===== src/rtl/mem_arbiter.sv =====
// Two-requester memory arbiter: Dcache has priority, Icache has a starvation override.
// Accepted load tags are recorded in an owner table so returns route back to the issuer.
module mem_arbiter #(
  parameter int unsigned XLEN         = 32,
  parameter int unsigned STARVE_LIMIT = 4
) (
  input  logic            clock,
  input  logic            reset,
  input  logic [1:0]      Icache2mem_command,
  input  logic [XLEN-1:0] Icache2mem_addr,
  input  logic [1:0]      Dcache2mem_command,
  input  logic [XLEN-1:0] Dcache2mem_addr,
  input  logic [63:0]     Dcache2mem_data,
  input  logic [3:0]      mem2proc_response,
  input  logic [63:0]     mem2proc_data,
  input  logic [3:0]      mem2proc_tag,
  output logic [1:0]      proc2mem_command,
  output logic [XLEN-1:0] proc2mem_addr,
  output logic [63:0]     proc2mem_data,
  output logic [3:0]      Imem2proc_response,
  output logic [63:0]     Imem2proc_data,
  output logic [3:0]      Imem2proc_tag,
  output logic [3:0]      Dmem2proc_response,
  output logic [63:0]     Dmem2proc_data,
  output logic [3:0]      Dmem2proc_tag,
  output logic            grant_dcache,
  output logic            orphan_tag
);

  localparam logic [1:0] BusNone = 2'd0;
  localparam logic [1:0] BusLoad = 2'd1;
  localparam logic [2:0] Limit   = 3'(STARVE_LIMIT);

  logic [2:0]  starve_q, starve_d;
  // Bit 0 is never set: tag 0 means "no tag".
  logic [15:0] valid_q, valid_d;
  logic [15:0] owner_q, owner_d;  // 0 = Icache, 1 = Dcache

  logic i_act, d_act, grant_i, grant_d;
  logic ret_hit, ret_owner;

  // Arbitration: Dcache first unless Icache has lost Limit cycles in a row.
  always_comb begin
    i_act   = !reset && (Icache2mem_command != BusNone);
    d_act   = !reset && (Dcache2mem_command != BusNone);
    grant_i = i_act && (!d_act || (starve_q == Limit));
    grant_d = d_act && !grant_i;
  end

  // Drive the memory bus from the winner and forward the accept tag to it alone.
  always_comb begin
    proc2mem_command   = BusNone;
    proc2mem_addr      = '0;
    proc2mem_data      = '0;
    Imem2proc_response = '0;
    Dmem2proc_response = '0;
    grant_dcache       = grant_d;
    if (grant_d) begin
      proc2mem_command   = Dcache2mem_command;
      proc2mem_addr      = Dcache2mem_addr;
      proc2mem_data      = Dcache2mem_data;
      Dmem2proc_response = mem2proc_response;
    end else if (grant_i) begin
      proc2mem_command   = Icache2mem_command;
      proc2mem_addr      = Icache2mem_addr;
      Imem2proc_response = mem2proc_response;
    end
  end

  // Route returned data to the recorded owner; unknown tags are flagged as orphans.
  always_comb begin
    ret_hit        = !reset && (mem2proc_tag != 4'd0) && valid_q[mem2proc_tag];
    ret_owner      = owner_q[mem2proc_tag];
    orphan_tag     = !reset && (mem2proc_tag != 4'd0) && !valid_q[mem2proc_tag];
    Imem2proc_tag  = '0;
    Imem2proc_data = '0;
    Dmem2proc_tag  = '0;
    Dmem2proc_data = '0;
    if (ret_hit && !ret_owner) begin
      Imem2proc_tag  = mem2proc_tag;
      Imem2proc_data = mem2proc_data;
    end
    if (ret_hit && ret_owner) begin
      Dmem2proc_tag  = mem2proc_tag;
      Dmem2proc_data = mem2proc_data;
    end
  end

  // Next state: starvation count and owner table (allocation applied after the
  // return clear so a same-cycle re-accept of the same tag keeps the entry).
  always_comb begin
    if (i_act && !grant_i) begin
      starve_d = (starve_q >= Limit) ? starve_q : starve_q + 3'd1;
    end else begin
      starve_d = 3'd0;
    end
    valid_d = valid_q;
    owner_d = owner_q;
    if (ret_hit) begin
      valid_d[mem2proc_tag] = 1'b0;
    end
    if ((proc2mem_command == BusLoad) && (mem2proc_response != 4'd0)) begin
      valid_d[mem2proc_response] = 1'b1;
      owner_d[mem2proc_response] = grant_d;
    end
  end

  // State registers with synchronous reset.
  always_ff @(posedge clock) begin
    if (reset) begin
      starve_q <= 3'd0;
      valid_q  <= '0;
      owner_q  <= '0;
    end else begin
      starve_q <= starve_d;
      valid_q  <= valid_d;
      owner_q  <= owner_d;
    end
  end

endmodule


===== config.mk =====
export PLATFORM = sky130hd
export DESIGN_NAME = mem_arbiter
export DESIGN_NICKNAME = d
export VERILOG_FILES = /design/src/rtl/mem_arbiter.sv
export SDC_FILE = /design/constraint.sdc
export NUM_CORES = 1
export LEC_CHECK = 0
export ABC_AREA = 1
export BUFFER_PORTS_ARGS = -buffer_cell sky130_fd_sc_hd__buf_2
export CORE_AREA = 2 2 177 179
export CTS_CLUSTER_SIZE = 24
export DETAILED_ROUTE_END_ITERATION = 16
export DIE_AREA = 0 0 179 181
export PLACE_DENSITY_LB_ADDON = 0.1
export SYNTH_ARGS = -nofsm -noshare
export SYNTH_HDL_FRONTEND = slang
export SYNTH_SLANG_ARGS = --single-unit

===== constraint.sdc =====
create_clock -name clock -period 2.3 [get_ports clock]
set_input_delay 0.46 -clock clock [delete_from_list [all_inputs] [get_ports clock]]
set_output_delay 0.46 -clock clock [all_outputs]
set_load 0.01 [all_outputs]

==> results of run 1 <==
## area by class of cell
class                           count  area, um2  area share
Clock inverter                      1       5.00    0.000610
Inverter                          170        676      0.0824
Multi-Input combinational cell    495       2660       0.324
Antenna cell                        1       2.50    0.000305
Clock buffer                        7        133      0.0162
Sequential cell                    35        708      0.0863
Timing Repair Buffer              530       3520       0.429
Tap cell                          396        495      0.0604
## power breakdown
group	switching (W)	internal (W)	total, W
Sequential	0.00000448	0.000615	0.000619
Combinational	0.000491	0.000432	0.000924
Clock	0.000249	0.000400	0.000649
Total	0.000745	0.00145	0.00219
## sequential cells by signal, indices dropped and copies added (netlist names)
signal    count
owner_q      16
valid_q      16
starve_q      3
## repair_timing
action / in CTS / in global routing
pin swaps: 25 / 14
cloned: 7 / 3
setup endpoints to repair: 170 / 211
gates resized for setup: 114 / 125
buffers inserted: 16 / 0
## per-stage QoR
stage	total power (W)	hold WS (ns)	TNS [ns]	worst slack [ns]	utilization
finish	0.00219	0.426	-8.06	-0.141	0.270
global route	0.00234	0.473	-25.26	-0.244	0.270
detailed placement	0.00144	0.421	-33.36	-0.367	0.223
CTS	0.00221	0.431	-9.80	-0.147	0.252
floorplan	0.000986	0.403	0	0.109	-
global placement	0.00145	0.427	-25.84	-0.366	0.223
## cell usage in the layout, fill, tap and decap left out, types with 9 or more instances in the layout
cell / instances
nor2_2: 34
dfxtp_1: 29
buf_12: 10
nor2_4: 37
buf_2: 411
nand3_1: 32
nor2_1: 215
nand2_2: 9
buf_6: 47
a22o_1: 30
inv_1: 158
a21oi_1: 15
buf_16: 9
nand2_1: 96
buf_4: 45
## critical path, stage by stage
cell and delay [ns]:
buf_12 0.11, buf_8 0.11, nand2_2 0.04, nand2_2 0.06, nand2_1 0.04, nand2_1 0.05
nand2_1 0.05, nand2_1 0.08, inv_2 0.05, a21oi_4 0.17, buf_6 0.12, o21ai_4 0.06
buf_6 0.14, buf_6 0.12, buf_6 0.11, nor2_2 0.07, buf_2 0.13
## cells by family (layout without fill, tap and decap cells)
| logic type | count (synthesis) | count (layout) | synth area share |
|---|---|---|---|
| compound gates | 64 | 64 | 0.127 |
| xor+xnor | 1 | 1 | 0.00234 |
| fa+ha+maj | 2 | 2 | 0.00669 |
| buf+inv | 209 | 708 | 0.231 |
| flops | 35 | 35 | 0.187 |
| mux | 1 | 1 | 0.00268 |
| other cells | 0 | 1 | 0 |
| simple gates | 427 | 427 | 0.443 |
## per-layer routing
metal  vias to the layer above  global-route usage  wire, um
met3                        26              0.0326      1940
met4                         2              0.0276       331
met2                       288               0.261     12400
met5                         -                   0         7
li1                       3156                   -         -
met1                      2651               0.132      8290
## worst paths after layout
| kind | startpoint | endpoint | slack, ns | cells past startpoint |
|---|---|---|---|---|
| worst max-delay path | mem2proc_tag[0] | Dmem2proc_data[57] | -0.14 | 17 |
| worst min-delay path | valid_q[0]$_SDFF_PP0_ | valid_q[0]$_SDFF_PP0_ | 0.43 | 2 |
| worst max register to register | starve_q[0]$_SDFFE_PP0N_ | owner_q[4]$_SDFFE_PP0P_ | 0.27 | 13 |
| worst min register to register | valid_q[0]$_SDFF_PP0_ | valid_q[0]$_SDFF_PP0_ | 0.43 | 2 |
==> summary.txt, run 1 <==
Slew Limit Fails: 0
Yosys cell types: 23
area share of the largest cell type after synthesis: 0.286
crit start category: input pin
Pwr Density: 267 nW/um2
worst vdd ir: 0.237 mV
worst path required time: 1.84 ns
Synth Cell Area: 3740 um2
actual slew at the worst max-slew pin: 0.310 ns
Avg WL per Cell: 14.0 um
flop and latch count out of synthesis: 35
Die X-Extent: 179 um
Synth Instances: 739
Max-slew headroom: 0.793
Bufs on Longest Clock Path: 2
clk sink count: 35
worst min path class: reg -> reg
share of cells above drive strength 1: 0.523
Core Region: 30300 um2
DR vias/cell: 3.74
yosys warns: 0
list of most frequent post-synthesis cells: nor2_1 (285), inv_1 (164), nand2_1 (106)
HPWL after DPL: 18.6 mm
crit end category: output pin
Mapped Nets: 947
Setup Skew: 0.00683 ns
first-pass GRT wire length: 32.5 mm
# IOs: 450
clk_lat worst skew: 0.28 ns
max frequency: 410 MHz
Critical Setup Path Class: in -> out
Tmin final: 2.44 ns
Max-Cap Viols: 0
failing checks: setup timing
placed cell count: 1601
dominant synthesized flop cell: dfxtp_1
number of synthesized flops with an enable pin: 0
die height: 181 um
pin count of the biggest net entering global routing: 36
GRT Util Overall: 0.130
Post-DRT Antenna Nets: 0
crit-path max FO: 7
CTS tree: yes
Final Hold Viols: 0
Remaining Overflow, GRT: 0
number of CTS-inserted buffers: 5
starting density of the core: 0.123
GPL Wtd Cong: 0.803
design area: 8200 um2
Vias: 6123
Layout Cells excl Fill: 1635
FFs w/ async S/R, synth: 0
H-tree depth: 2
outcome: complete, but fails checks
largest cells by area after synthesis: nor2_1 (29%), dfxtp_1 (19%), inv_1 (16%)
period utilization: 1.06
Leakage: 5.02 nW
routed wire length: 22.9 mm
vias in the first global route: 5906
post-synthesis sequential area ratio: 0.187
Final Setup Violations: 100
fin nets: 1445
Final WS setup: -0.141 ns
placed cell areas: 6780 um2
WP data arrival: 1.98 ns
Avg Inst Size Synth: 5.06 um2
DRT Pass-1 Iters: 4
area grow syn2layout: 119%
Iteration-0 DRC Markers: 120
DRC viols: 0
clk slew on worst S/H paths: 0.05 ns
most common cell in the netlist: nor2_1
die area: 32400 um2
# hold bufs at CTS: 0
Port Buffer Count: 449
post-synth top area cell: nor2_1
initial antenna violation count: 2
std cell rows: 64
Root Driver: clkbuf_16
Fillers: 3437
RSZ-0062 raised after global routing: yes
Note: power is estimated with default switching activity, not from simulation.
==> run 2, diff against run 1 <==
--- a/config.mk
+++ b/config.mk
@@ -6,11 +6,11 @@
 export NUM_CORES = 1
 export LEC_CHECK = 0
 export ABC_AREA = 1
-export BUFFER_PORTS_ARGS = -buffer_cell sky130_fd_sc_hd__buf_2
-export CORE_AREA = 2 2 177 179
+export CORE_AREA = 8 8 171 173
 export CTS_CLUSTER_SIZE = 24
 export DETAILED_ROUTE_END_ITERATION = 16
 export DIE_AREA = 0 0 179 181
+export DONT_BUFFER_PORTS = 1
 export PLACE_DENSITY_LB_ADDON = 0.1
 export SYNTH_ARGS = -nofsm -noshare
 export SYNTH_HDL_FRONTEND = slang
==> summary.txt, run 2 (same netlist as run 1, synthesis figures left out) <==
outcome: complete, but fails checks
failing checks: setup timing
clk_lat worst skew: 0.28 ns
number of CTS-inserted buffers: 5
Root Driver: clkbuf_16
Reg area: 718 um2
initial antenna violation count: 0
Fillers: 2983
Layout Cells excl Fill: 1188
max frequency: 426 MHz
Reg2Reg Depth: 12
ant diodes: 0
Remaining Overflow, GRT: 0
CTS tree: yes
area grow syn2layout: 63.2%
Critical Setup Path Class: reg -> out
Regs by FF count: owner_q x16, valid_q x16, starve_q x3
Iteration-0 DRC Markers: 238
actual slew at the worst max-slew pin: 0.367 ns
period utilization: 1.02
die height: 181 um
crit end category: output pin
std cell rows: 60
Post-Route Setup TNS: -0.0612 ns
first-pass GRT wire length: 30.0 mm
crit start category: flop
Leakage: 3.22 nW
Pwr Density: 325 nW/um2
Core Region: 26500 um2
HPWL after DPL: 18.4 mm
commonest non-fill, non-tap cell in the layout: nor2_1
worst vdd ir: 0.236 mV
DRC viols: 0
vias in the first global route: 4841
GPL Wtd Cong: 0.760
Hold Crit Depth: 1
Final Hold Viols: 0
H-tree depth: 2
clk sink count: 35
pre-CTS WS: -0.0225 ns
worst path required time: 1.84 ns
Die X-Extent: 179 um
WP data arrival: 1.89 ns
fin nets: 1054
Avg WL per Cell: 19.2 um
DRT Pass-1 Iters: 4
pin count of the biggest net entering global routing: 69
Max-Cap Viols: 0
Final WS setup: -0.0452 ns
Final Setup Violations: 4
GRT Util Overall: 0.120
Post-DRT Antenna Nets: 0
crit-path max FO: 11
# IOs: 450
placed cell count: 1165
Setup Skew: 0.00770 ns
Port Buffer Count: 0
die area: 32400 um2
Max-slew headroom: 0.754
DR vias/cell: 4.10
worst min path class: in -> reg
RSZ-0062 raised after global routing: yes
Bufs on Longest Clock Path: 2
routed wire length: 22.9 mm
Tmin final: 2.35 ns
share of cells above drive strength 1: 0.368
most frequent cells in the layout: nor2_1 (187), inv_1 (157), buf_4 (118), nand2_1 (100), nor2_2 (62)
Vias: 4876
clk slew on worst S/H paths: 0.06 ns
Slew Limit Fails: 0
starting density of the core: 0.141
area of the multi-input gates: 2870 um2
-- run 2: metrics by stage --
| step | area [um2] | total power [W] | utilization | hold slack (ns) |
|---|---|---|---|---|
| finish | 6110 | 0.00198 | 0.230 | 0.243 |
| global route | 6110 | 0.00210 | 0.230 | 0.228 |
| CTS | 5530 | 0.00196 | 0.209 | 0.226 |
| detailed placement | 4970 | 0.00121 | 0.188 | 0.427 |
| global placement | 4970 | 0.00122 | 0.188 | 0.432 |
| floorplan | 3740 | 0.000986 | - | 0.403 |
-- run 2: area by class of cell --
class | instances | area share
clock buffer | 5 | 0.0205
timing repair buffer | 138 | 0.213
tap | 341 | 0.0699
inverter | 170 | 0.106
multi-input combinational | 496 | 0.470
clock inverter | 3 | 0.00328
sequential | 35 | 0.118
-- run 2: per-layer routing --
layer / up-vias / part of all wire / GRT usage / wire [um]
li1: 2373 / - / - / -
met1: 2185 / 0.34 / 0.116 / 7840
met2: 306 / 0.54 / 0.244 / 12200
met3: 12 / 0.11 / 0.0382 / 2570
met4: 0 / 0.0088 / 0.0155 / 201
met5: - / 0 / 0 / 0
-- run 2: worst paths after layout --
check                                start                 endpoint  slack [ns]
hold reg to reg      valid_q[0]$_SDFF_PP0_    valid_q[0]$_SDFF_PP0_        0.42
hold / removal                       reset   valid_q[11]$_SDFF_PP0_        0.24
setup / recovery     valid_q[6]$_SDFF_PP0_       Imem2proc_data[51]       -0.05
setup reg to reg  starve_q[0]$_SDFFE_PP0N_  owner_q[1]$_SDFFE_PP0P_        0.32
-- run 2: critical path: stages (launching register included) --
cell	delay, ns
dfxtp_2	0.33
nand2_1	0.05
nand2_1	0.06
nand2_1	0.06
nand2_1	0.07
nand2_1	0.06
nand2_2	0.08
inv_2	0.05
a21oi_4	0.20
nand2_4	0.17
clkbuf_16	0.22
nor2_1	0.12
buf_4	0.14
-- run 2: repair_timing --
action / CTS / global route
setup endpoints to repair: 162 / 235
gates resized for setup: 102 / 100
pin swaps: 3 / 4
hold buffers: 0 / 0
buffers inserted: 1 / 2
gates cloned: 2 / 10
-- run 2: power breakdown --
part	switching [W]	internal [W]
logic	0.000426	0.000278
registers	0.00000408	0.000614
clock network	0.000261	0.000399
total	0.000691	0.00129
==> run 3, diff against run 2 <==
--- a/config.mk
+++ b/config.mk
@@ -12,6 +12,7 @@
 export DIE_AREA = 0 0 179 181
 export DONT_BUFFER_PORTS = 1
 export PLACE_DENSITY_LB_ADDON = 0.1
+export SKIP_LAST_GASP = 1
 export SYNTH_ARGS = -nofsm -noshare
 export SYNTH_HDL_FRONTEND = slang
 export SYNTH_SLANG_ARGS = --single-unit
==> summary.txt, run 3 (same netlist as run 1, synthesis figures left out) <==
outcome: complete, but fails checks
failing checks: setup timing
Final Setup Violations: 42
Tmin final: 2.40 ns
Final Hold Viols: 0
crit end category: output pin
DRC viols: 0
crit-path max FO: 7
Slew Limit Fails: 0
CTS tree: yes
crit start category: flop
placed cell areas: 4970 um2
Remaining Overflow, GRT: 0
Max-slew headroom: 0.672
Design Power: 0.00202 W
GPL Wtd Cong: 0.760
initial antenna violation count: 0
Slowest cell on crit path: dfxtp_2
Post-DRT Antenna Nets: 0
Top delay family on crit path: buffers and inverters
terminus of the critical flop-to-flop path: owner_q[1]$_SDFFE_PP0P_
ant diodes: 0
Worst path most repeated cell: nand2_1
area grow syn2layout: 74.3%
met2 Use GR: 0.244
Reg2Reg Depth: 10
worst min path class: in -> reg
vias in the first global route: 4835
worst path required time: 1.84 ns
worst vdd ir: 0.228 mV
routed wire length: 23.8 mm
gr busiest metal: met2
GRT met3 Usage: 0.0382
# IOs: 450
Avg WL per Cell: 19.9 um
Worst R2R Start: starve_q[0]$_SDFFE_PP0N_
Root Driver: clkbuf_16
Port Buffer Count: 0
max frequency: 416 MHz
GRT Util Overall: 0.120
CP peak stage delay: 0.33 ns
WP data arrival: 1.94 ns
share of cells above drive strength 1: 0.405
Critical Setup Path Class: reg -> out
fin nets: 1059
GR Util met1: 0.116
std cell rows: 60
clk_lat worst skew: 0.28 ns
Final WS setup: -0.102 ns
Core Util, Final: 0.246
Die X-Extent: 179 um
Pwr Density: 310 nW/um2
DRT Pass-1 Iters: 4
cell depth of the worst setup path: 13
HPWL after DPL: 18.4 mm
placed cell count: 1165
DR vias/cell: 4.10
RSZ-0062 raised after global routing: yes
period utilization: 1.04
die height: 181 um
Worst Path Buf+Inv: 4
Vias: 4896
Worst setup endpoint: Dmem2proc_data[60]
# hold bufs at CTS: 0
clk sink count: 35
die area: 32400 um2
Setup Skew: 0.00826 ns
Leakage: 3.32 nW
pre-CTS WS: -0.0225 ns
number of CTS-inserted buffers: 5
Regs by FF count: owner_q x16, valid_q x16, starve_q x3
actual slew at the worst max-slew pin: 0.490 ns
design area: 6520 um2
clk slew on worst S/H paths: 0.06 ns
Fillers: 2926
Iteration-0 DRC Markers: 258
R2R Setup Slk: 0.21 ns
H-tree depth: 2
Core Region: 26500 um2
Bufs on Longest Clock Path: 2
first-pass GRT wire length: 30.0 mm
Layout Cells excl Fill: 1193
Max-Cap Viols: 0
starting density of the core: 0.141
Critical Path, Cell by Cell: nand2_1 > nand2_1 > nand2_1 > nand2_1 > nand2_1 > nand2_1 > inv_2 > a21oi_4 > o21ai_4 > buf_12 > clkbuf_16 > nor2_1 > buf_4
Crit. Startpoint: valid_q[10]$_SDFF_PP0_
pin count of the biggest net entering global routing: 69
most frequent cells in the layout: inv_1 (158), nor2_1 (158), nand2_1 (102), buf_4 (101), nor2_2 (66)
run 3: cell count changes in the layout (fill, tap and decap cells not counted), moves of 7 or more:
cell	delta
a22o_4	+7
nor2_4	+25
nor2_1	-29
a22o_1	-7
buf_4	-17
buf_6	+18
run 3: worst min path at each step:
stage	startpoint	to	cells past startpoint
after floorplan	valid_q[0]$_SDFF_PP0_	valid_q[0]$_SDFF_PP0_	2
after global placement	valid_q[0]$_SDFF_PP0_	valid_q[0]$_SDFF_PP0_	2
after detailed placement	valid_q[0]$_SDFF_PP0_	valid_q[0]$_SDFF_PP0_	2
after CTS	reset	valid_q[3]$_SDFF_PP0_	1
after global routing	reset	valid_q[11]$_SDFF_PP0_	1
final	reset	valid_q[11]$_SDFF_PP0_	1
run 3: report_power, final:
part	switching (W)	internal, W
combinational	0.000445	0.000299
clock	0.000260	0.000399
sequential	0.00000401	0.000614
run 3: worst reg2reg max path: stages, from the launching register on:
cell and delay [ns]:
dfxtp_2 0.34, inv_1 0.05, ha_1 0.18, nand2_1 0.09, nand3_2 0.10, nand2_4 0.11
nand2_8 0.13, o21ai_4 0.45, nand3_1 0.31, nor2_1 0.16, nor2_1 0.06
run 3: through the flow:
stage | TNS [ns] | hold slack [ns]
after floorplan | 0 | 0.403
after global placement | -0.150 | 0.432
after detailed placement | -0.210 | 0.427
after CTS | -0.304 | 0.226
after global routing | -12.15 | 0.228
final | -0.919 | 0.244
run 3: routing by layer:
metal / vias up / part of all wire
met4: 0 / 0.0097
li1: 2383 / -
met3: 13 / 0.11
met2: 295 / 0.54
met1: 2205 / 0.34
met5: - / 0
run 3: final cells by class:
cell class | instances | area, um2 | area share
well taps | 341 | 427 | 0.0654
clock inverters | 3 | 20.0 | 0.00307
multi-input cells | 495 | 3100 | 0.476
clock buffers | 5 | 125 | 0.0192
inverters | 170 | 648 | 0.0994
repair buffers | 144 | 1490 | 0.228
flip-flops and latches | 35 | 714 | 0.110
run 3: what timing repair did:
item | in CTS | in global routing
gates resized for setup | 90 | 181
pin swaps | 3 | 7
gates cloned | 2 | 14
buffers inserted | 1 | 3
endpoints found under the setup margin | 162 | 248
